--- src/rtl/load_store_unit_p_pkg.sv ---
// rtl/load_store_unit_p_pkg.sv - shared types for the data-memory load/store unit
package load_store_unit_p_pkg;

    typedef enum logic [1:0] {
        SIZE_B = 2'd0,
        SIZE_H = 2'd1,
        SIZE_W = 2'd2
    } cs_size;

    typedef enum logic {
        EXT_Z = 1'b0,
        EXT_S = 1'b1
    } cs_ext;

    typedef enum logic [2:0] {
        IDLE,
        SETUP,
        ACCESS,
        DELIVER,
        RESP
    } lsu_state_e;

    function automatic logic is_misaligned(cs_size size, logic [1:0] addr_lo);
        return ((size == SIZE_H) && addr_lo[0]) || ((size == SIZE_W) && (addr_lo != 2'b00));
    endfunction

endpackage

--- src/rtl/load_store_unit_p_lane_align.sv ---
// rtl/load_store_unit_p_lane_align.sv - byte-lane steering for store data/strobes and load extract/extend
module lsu_lane_align
    import load_store_unit_p_pkg::*;
(
    input  logic [1:0]  addr_lo_i,
    input  cs_size      size_i,
    input  cs_ext       ext_i,
    input  logic        part_i,
    input  logic [31:0] wdata_i,
    input  logic [63:0] buf_i,
    output logic [31:0] pwdata_o,
    output logic [3:0]  pstrb_o,
    output logic [31:0] ldata_o
);

    logic [3:0]  mask;
    logic [7:0]  strb8;
    logic [63:0] wide_w;
    logic [31:0] raw;

    always_comb begin
        case (size_i)
            SIZE_B:  mask = 4'b0001;
            SIZE_H:  mask = 4'b0011;
            default: mask = 4'b1111;
        endcase
        // Shift into a two-word window; the upper word is what spills into part 2.
        strb8    = {4'b0000, mask} << addr_lo_i;
        wide_w   = {32'b0, wdata_i} << {addr_lo_i, 3'b000};
        pwdata_o = part_i ? wide_w[63:32] : wide_w[31:0];
        pstrb_o  = part_i ? strb8[7:4] : strb8[3:0];

        raw = buf_i[{addr_lo_i, 3'b000} +: 32];
        case (size_i)
            SIZE_B:  ldata_o = {{24{(ext_i == EXT_S) && raw[7]}}, raw[7:0]};
            SIZE_H:  ldata_o = {{16{(ext_i == EXT_S) && raw[15]}}, raw[15:0]};
            default: ldata_o = raw;
        endcase
    end

endmodule

--- src/rtl/load_store_unit_p.sv ---
// rtl/load_store_unit_p.sv - APB load/store unit; LSU_MISALIGN_SPLIT_EN enables two-transfer misaligned access
module load_store_unit_p
    import load_store_unit_p_pkg::*;
#(
    parameter int OUT_W  = 16,
    parameter int ADDR_W = 32,
    parameter int NBEATS = 32 / OUT_W,
    parameter int BW     = $clog2(NBEATS) + 1
) (
    input  logic              clk,
    input  logic              rst_n,
    input  logic              start_i,
    input  logic              dir_i,
    input  cs_size            size_i,
    input  cs_ext             load_ext_i,
    input  logic [ADDR_W-1:0] addr_i,
    input  logic [31:0]       wdata_i,
    output logic              ready_o,
    output logic              valid_o,
    output logic [BW-1:0]     beat_o,
    output logic              done_o,
    output logic              err_o,
    output logic [OUT_W-1:0]  ldata_o,
    output logic [ADDR_W-1:0] paddr,
    output logic              psel,
    output logic              penable,
    output logic              pwrite,
    output logic [31:0]       pwdata,
    output logic [3:0]        pstrb,
    input  logic [31:0]       prdata,
    input  logic              pready,
    input  logic              pslverr
);

    lsu_state_e        state_q, state_d;
    logic              dir_q;
    cs_size            size_q;
    cs_ext             ext_q;
    logic [ADDR_W-1:0] addr_q;
    logic [31:0]       wdata_q;
    logic              err_q;
    logic [BW-1:0]     beat_q;
    logic [63:0]       buf_full;
    logic              part;
    logic              more_parts;
    logic              mis;
    logic              last_beat;
    logic              apb_active;
    logic [31:0]       al_pwdata;
    logic [3:0]        al_pstrb;
    logic [31:0]       lresult;

`ifdef LSU_MISALIGN_SPLIT_EN
    logic        part_q;
    logic        split_q;
    logic [63:0] buf_q;
    assign part       = part_q;
    assign more_parts = split_q && !part_q;
    assign buf_full   = buf_q;
`else
    logic [31:0] buf_q;
    assign part       = 1'b0;
    assign more_parts = 1'b0;
    assign buf_full   = {32'b0, buf_q};
`endif

    assign mis       = is_misaligned(size_i, addr_i[1:0]);
    assign last_beat = (beat_q == BW'(NBEATS - 1));

    always_comb begin
        state_d = state_q;
        unique case (state_q)
            IDLE: begin
                if (start_i) begin
`ifdef LSU_MISALIGN_SPLIT_EN
                    state_d = SETUP;
`else
                    state_d = mis ? RESP : SETUP;
`endif
                end
            end
            SETUP:  state_d = ACCESS;
            ACCESS: begin
                if (pready) begin
                    if (pslverr)         state_d = RESP;
                    else if (more_parts) state_d = SETUP;
                    else if (dir_q)      state_d = RESP;
                    else                 state_d = DELIVER;
                end
            end
            DELIVER: if (last_beat) state_d = IDLE;
            RESP:    state_d = IDLE;
            default: state_d = IDLE;
        endcase
    end

    always_ff @(posedge clk or negedge rst_n) begin
        if (!rst_n) begin
            state_q <= IDLE;
            dir_q   <= 1'b0;
            size_q  <= SIZE_B;
            ext_q   <= EXT_Z;
            addr_q  <= '0;
            wdata_q <= '0;
            err_q   <= 1'b0;
            beat_q  <= '0;
            buf_q   <= '0;
`ifdef LSU_MISALIGN_SPLIT_EN
            part_q  <= 1'b0;
            split_q <= 1'b0;
`endif
        end else begin
            state_q <= state_d;
            case (state_q)
                IDLE: begin
                    if (start_i) begin
                        dir_q   <= dir_i;
                        size_q  <= size_i;
                        ext_q   <= load_ext_i;
                        addr_q  <= addr_i;
                        wdata_q <= wdata_i;
                        beat_q  <= '0;
`ifdef LSU_MISALIGN_SPLIT_EN
                        err_q   <= 1'b0;
                        part_q  <= 1'b0;
                        split_q <= mis;
`else
                        err_q   <= mis;
`endif
                    end
                end
                ACCESS: begin
                    if (pready) begin
                        if (pslverr) err_q <= 1'b1;
`ifdef LSU_MISALIGN_SPLIT_EN
                        if (part_q) buf_q[63:32] <= prdata;
                        else        buf_q[31:0]  <= prdata;
                        if (more_parts && !pslverr) part_q <= 1'b1;
`else
                        buf_q <= prdata;
`endif
                    end
                end
                DELIVER: beat_q <= beat_q + 1'b1;
                default: ;
            endcase
        end
    end

    lsu_lane_align u_align (
        .addr_lo_i (addr_q[1:0]),
        .size_i    (size_q),
        .ext_i     (ext_q),
        .part_i    (part),
        .wdata_i   (wdata_q),
        .buf_i     (buf_full),
        .pwdata_o  (al_pwdata),
        .pstrb_o   (al_pstrb),
        .ldata_o   (lresult)
    );

    // APB outputs are decoded from state so an async reset drops psel/penable at once.
    assign apb_active = (state_q == SETUP) || (state_q == ACCESS);
    assign psel       = apb_active;
    assign penable    = (state_q == ACCESS);
    assign pwrite     = apb_active && dir_q;
    assign paddr      = apb_active ? ({addr_q[ADDR_W-1:2], 2'b00} + (part ? ADDR_W'(4) : ADDR_W'(0))) : '0;
    assign pwdata     = (apb_active && dir_q) ? al_pwdata : '0;
    assign pstrb      = (apb_active && dir_q) ? al_pstrb : '0;

    assign ready_o = (state_q == IDLE);
    assign valid_o = (state_q == DELIVER);
    assign beat_o  = valid_o ? beat_q : '0;
    assign done_o  = (valid_o && last_beat) || (state_q == RESP);
    assign err_o   = (state_q == RESP) && err_q;
    assign ldata_o = valid_o ? lresult[OUT_W*beat_q +: OUT_W] : '0;

endmodule

--- config.mk ---
export PLATFORM = sky130hd
export DESIGN_NAME = load_store_unit_p
export DESIGN_NICKNAME = d
export VERILOG_FILES = /design/src/rtl/load_store_unit_p_pkg.sv /design/src/rtl/load_store_unit_p_lane_align.sv /design/src/rtl/load_store_unit_p.sv
export SDC_FILE = /design/constraint.sdc
export NUM_CORES = 1
export LEC_CHECK = 0
export ABC_CLOCK_PERIOD_IN_PS = 2300
export BUFFER_PORTS_ARGS = -buffer_cell sky130_fd_sc_hd__buf_4
export CORE_ASPECT_RATIO = 0.7
export CORE_MARGIN = 1.5
export CORE_UTILIZATION = 45
export DETAILED_ROUTE_END_ITERATION = 8
export PLACE_DENSITY_LB_ADDON = 0.12
export SYNTH_ARGS = -nofsm -noshare
export SYNTH_HDL_FRONTEND = slang
export SYNTH_SLANG_ARGS = --single-unit
--- constraint.sdc ---
create_clock -name clk -period 2.3 [get_ports clk]
set_input_delay 0.115 -clock clk [delete_from_list [all_inputs] [get_ports clk]]
set_output_delay 0.115 -clock clk [all_outputs]
set_load 0.005 [all_outputs]
# Word-level counts from Yosys, hierarchy flattened
# Index checks and enable logic that the tools add are counted.
# Widths: inputs -> output; s select.
# totals
word_cells	66
in_bits	105
out_inout_bits	93
ff_bits	106
# classes
n_shift	4
reduce_logical	20
n_eq_ne	12
addsub	1
mux	20
# op_table
operator	n
$mux 32	2
$pmux 32 s2	1
$shiftx 64x6->32	1
$shiftx 32x7->16	1
$shl 32x5->32	1
$mux 3	6
$mux 16	1
$pmux 3 s4	1
$pmux 4 s2	1
$logic_and 1x1->1	7
$eq 2x1->1 const B	3
$eq 3x2->1 const B	2
$ne 2x1->1 const B	3
$reduce_and 2->1	3
$reduce_bool 2->1	3
$mux 2	2
$mux 4	1
$pmux 2 s2	1
$reduce_and 4->1	1
$shl 4x2->4	1
$eq 3x1->1 const B	1
$eq 3x3->1 const B	1
$logic_not 3->1	1
$logic_or 1x1->1	3
7 further kinds	9

# Longest topological paths before layout
# depth
ltp_word	6
ltp_mapped	7
mapped_depth_nobuf	6

# Hierarchy
# A second synthesis with hierarchy kept.
# hier_totals
hier_cells	623
area_unflattened_um2	7038.0
# modules_own_cells
module	area_per_inst_um2	n_inst	cells_per_inst	seq_area_each_um2
load_store_unit_p	5225.0	1	383	2652.5
lsu_lane_align	1813.0	1	240	0.0

# Worst setup path after synthesis
# Ideal clock, no wire load.
# synth_path
path_kind	reg2out
start	register addr_q[0]
end	output ldata_o[10]
slack_ps	627
t_arrival_ps	1558
path_stages_with_launch	7
n_path_buf	2
path_cell_list	dfrtp_1 buf_6 mux2_4 o31a_1 and4_4 buf_6 a221o_1
# synth_between
elab_chain_cells	5
word_cells_on_any_way	6
cone_classes	shift (2); mux (2); reduce/logical (2)
# synth_rtl
item	line_no	text
start, declared	load_store_unit_p.sv:39	logic [ADDR_W-1:0] addr_q;
start signal, assigned	load_store_unit_p.sv:120	addr_q <= addr_i;
$shiftx 64x6->32 *	load_store_unit_p_lane_align.sv:33	raw = buf_i[{addr_lo_i, 3'b000} +: 32];
$logic_and 1x1->1, on equally long branches	load_store_unit_p_lane_align.sv:35, load_store_unit_p_lane_align.sv:36	
$pmux 32 s2 *	load_store_unit_p_lane_align.sv:34	case (size_i)
$shiftx 32x7->16 *	load_store_unit_p.sv:176	assign ldata_o = valid_o ? lresult[OUT_W*beat_q +: OUT_W] : '0;
$mux 16 *	load_store_unit_p.sv:176	
end, declared	load_store_unit_p.sv:23	output logic [OUT_W-1:0] ldata_o,
# Mark *: on every way between the ends. The rest lies on a longest branch, timed or not.

# Worst setup path after layout
# layout_path
start	register addr_q[0]
end	output ldata_o[15]
# The elaborated chain is that of the path after synthesis.

==> flow_summary.json <==
{
  "floorplan.die_area_mm2": 0.01376,
  "worst_skew_pair.late_latency_ns": 0.36,
  "switchingPower_w": 0.004773,
  "drt_first_pass_iters": 7,
  "period_share_pct": 99.09,
  "worst-endpoint-required_ns": 2.18,
  "cts_tree": "done",
  "postSynthAreaPerCell_um2": 8.849,
  "fin_skew_ns": 0.01315,
  "max-vdd-ir-drop_v": 0.0005733,
  "die_h_um": 98.61,
  "number_of_diodes": 0,
  "postLayoutCellArea_mm2": 0.008922,
  "setup_repair_after_global_routing_missed_its_margin": "yes",
  "max_cap_violations": 0,
  "combinationalPowerShare_pct": 53.7,
  "post_syn_area_mm2": 0.005876,
  "antenna_found_initial": 0,
  "final-setup-viol-count": 0,
  "netlist.area_leader.share_pct": 45.14,
  "clock_tree.htree_level_count": 3,
  "utilization_pct": 70.86,
  "synth_enable_flop_cells": 0,
  "route.detailed.wl_per_inst_um": 17.01,
  "report.final.slew_viol_count": 0,
  "critPathMaxFanout": 5,
  "post_synth_main_area_contributors": "dfrtp_1, nand2_1, mux2i_1",
  "synth_top_flop_cell": "dfrtp_1",
  "timing_worst_setup_path_type": "reg -> out",
  "place.detailed.hpwl_um": 12300,
  "ys.warnings.count": 0,
  "clockBufferDepth": 2,
  "hp-class": "in -> reg",
  "synthesis.instances": 664,
  "relSlewSlack_pct": 59.52,
  "synth_cell_type_count": 55,
  "detail_route.vias_per_cell": 5.334,
  "setup_crit_start_kind": "flop",
  "route.detailed.drc": 6,
  "finish.net_count": 1051,
  "die_w_um": 139.6,
  "grt_start_max_net_pins": 67,
  "floorplan_core_area_mm2": 0.01259,
  "routed_wirelength_um": 18910,
  "antenna_left": 0,
  "synthArstFlopShare_pct": 100.0,
  "gpl.final_weighted_congestion": 0.8933,
  "layout_cell_share_with_drive_strength_beyond_1_pct": 31.26,
  "grt_pass1_vias": 5981,
  "finalHoldViolCount": 0,
  "p_per_area_mw_per_mm2": 1255,
  "cellInternalPower_w": 0.006426,
  "clockPowerShare_pct": 13.6,
  "timing.critical_path.from": "addr_q[0]",
  "initial_cell_density_of_the_core_pct": 46.66,
  "worst_r2r_startpoint": "state_q[1]",
  "grt_pass1_wl_um": 29980,
  "worstMarginPinSlew_ns": 0.6050,
  "synth_top_cell_by_area": "dfrtp_1",
  "globalRouteTotalUtil_pct": 27.32,
  "worst_slack_ns": 0.02083,
  "placement_rows": 34,
  "post-route-min-period_ns": 2.279,
  "hold_path.startpoint": "prdata[25]",
  "arrival_ns": 2.16,
  "postPlaceCellArea_mm2": 0.007500,
  "power.share.sequential_pct": 32.7,
  "cts.reportedPaths.clkPinSlew_ns": 0.07,
  "tritoncts_num_sinks": 106,
  "most_common_cell_in_the_netlist": "nand2_1",
  "input_output_buffers": 195,
  "yosys_register_bits": 106,
  "pin_count": 198,
  "num_vias": 5931,
  "outcome": "finished with violations",
  "power_switching_share_pct": 42.62,
  "worst_setup_path_end_kind": "primary output",
  "netlist_top_cells_count": "nand2_1, dfrtp_1, nor2_1",
  "ctsRootBufferMaster": "clkbuf_16",
  "synth_sequential_area_ratio_pct": 45.14,
  "fmax_ghz": 0.4388,
  "detailedPlace.worstSlack_ns": 0.1445,
  "flow.area_growth_from_synthesis_pct": 51.85,
  "global_route.overflow_total": 0,
  "cts_made_buffers": 9,
  "static-leakage-power_nw": 4.473,
  "drt_iter0_markers": 349,
  "violations": "design-rule violations"
}
## cell families after synthesis
family	count (synthesis)	synth area share, %
muxes	73	13.42
and+or+nand+nor	350	26.72
adders and majority gates	1	0.2129
other	1	0.06382
buffers and inverters	56	4.812
xor gates and xnor gates	1	0.4685
AOI/OAI and AO/OA	76	9.157
DFF	106	45.14
## final cells by class
type                       count  area (um^2)
fill                         988         3670
multi-input combinational    504         3028
timing repair buffer         315         2709
sequential                   106         2658
clock buffer                   9        225.2
tap                          162        202.7
clock inverter                 7        62.56
inverter                       9        37.54
## worst max-delay path, cell delays in order (launching register included)
cell,delay (ns)
dfrtp_2,0.45
mux4_2,0.56
and3_1,0.22
o41ai_2,0.34
nor3_1,0.09
buf_4,0.15
## through the flow
step	cells	setup TNS (ns)	hold slack [ns]	total power, W
6_report	1112	0	0.005044	0.01120
5_1_grt	1112	-0.06370	0.0008574	0.01197
4_1_cts	1107	0	0.0008554	0.01088
3_5_place_dp	993	0	0.06685	0.009130
3_3_place_gp	993	0	0.06524	0.008952
2_1_floorplan	665	0	-0.1806	0.007041
## timing repair
item	4_1_cts	5_1_grt
pin swaps	0	3
setup endpoints to repair	27	41
gates cloned	0	2
hold buffers	97	1
gates resized for setup	6	14
buffers inserted	1	2
hold endpoints to repair	124	1
## layout by cell type (no fill, tap or decap), drive strengths merged, types with 9 or more instances in the layout
cell / Yosys / routed
buf: 23 / 216
nand2: 211 / 211
dfrtp: 106 / 106
dlygate4sd3: 0 / 98
nor2: 57 / 57
mux2i: 39 / 39
and3: 34 / 34
mux2: 33 / 33
a21oi: 18 / 18
a211oi: 17 / 17
o21ai: 13 / 13
nor3: 12 / 12
clkbuf: 24 / 10
inv: 8 / 10
nor2b: 9 / 9
and2: 9 / 9
## state kept, by name (all words and copies together) (netlist names)
register  count
addr_q       32
beat_q        2
buf_q        32
dir_q         1
err_q         1
ext_q         1
size_q        2
state_q       3
wdata_q      32
## layer usage
layer  vias to the layer above  wire (um)  track usage [%]  part of all wire (%)
met5                         -          0                0                     0
met4                         0        367            7.773                   1.9
met3                        34       1123            6.754                   5.9
met2                       207       9270            46.54                    49
met1                      2888       8152            34.85                    43
li1                       2802          -                -                     -
## final timing paths
check / endpoint / slack [ns] / cells after the start
min reg2reg: addr_q[15] / 0.47 / 2
min: buf_q[25] / 0.005 / 2
max reg2reg: wdata_q[13] / 0.55 / 6
min in group asynchronous: addr_q[11] / 0.23 / 2
max: ldata_o[15] / 0.02 / 5
max in group asynchronous: state_q[1] / 1.27 / 3
## power by group through the flow
stage,sequential (W),clock (W),combinational (W)
floorplan,0.00328,0,0.00376
global placement,0.00361,0,0.00534
detailed placement,0.00366,0,0.00547
CTS,0.00363,0.00155,0.00569
global route,0.00380,0.00163,0.00655
finish,0.00367,0.00152,0.00601
(Power assumes the default switching activity.)
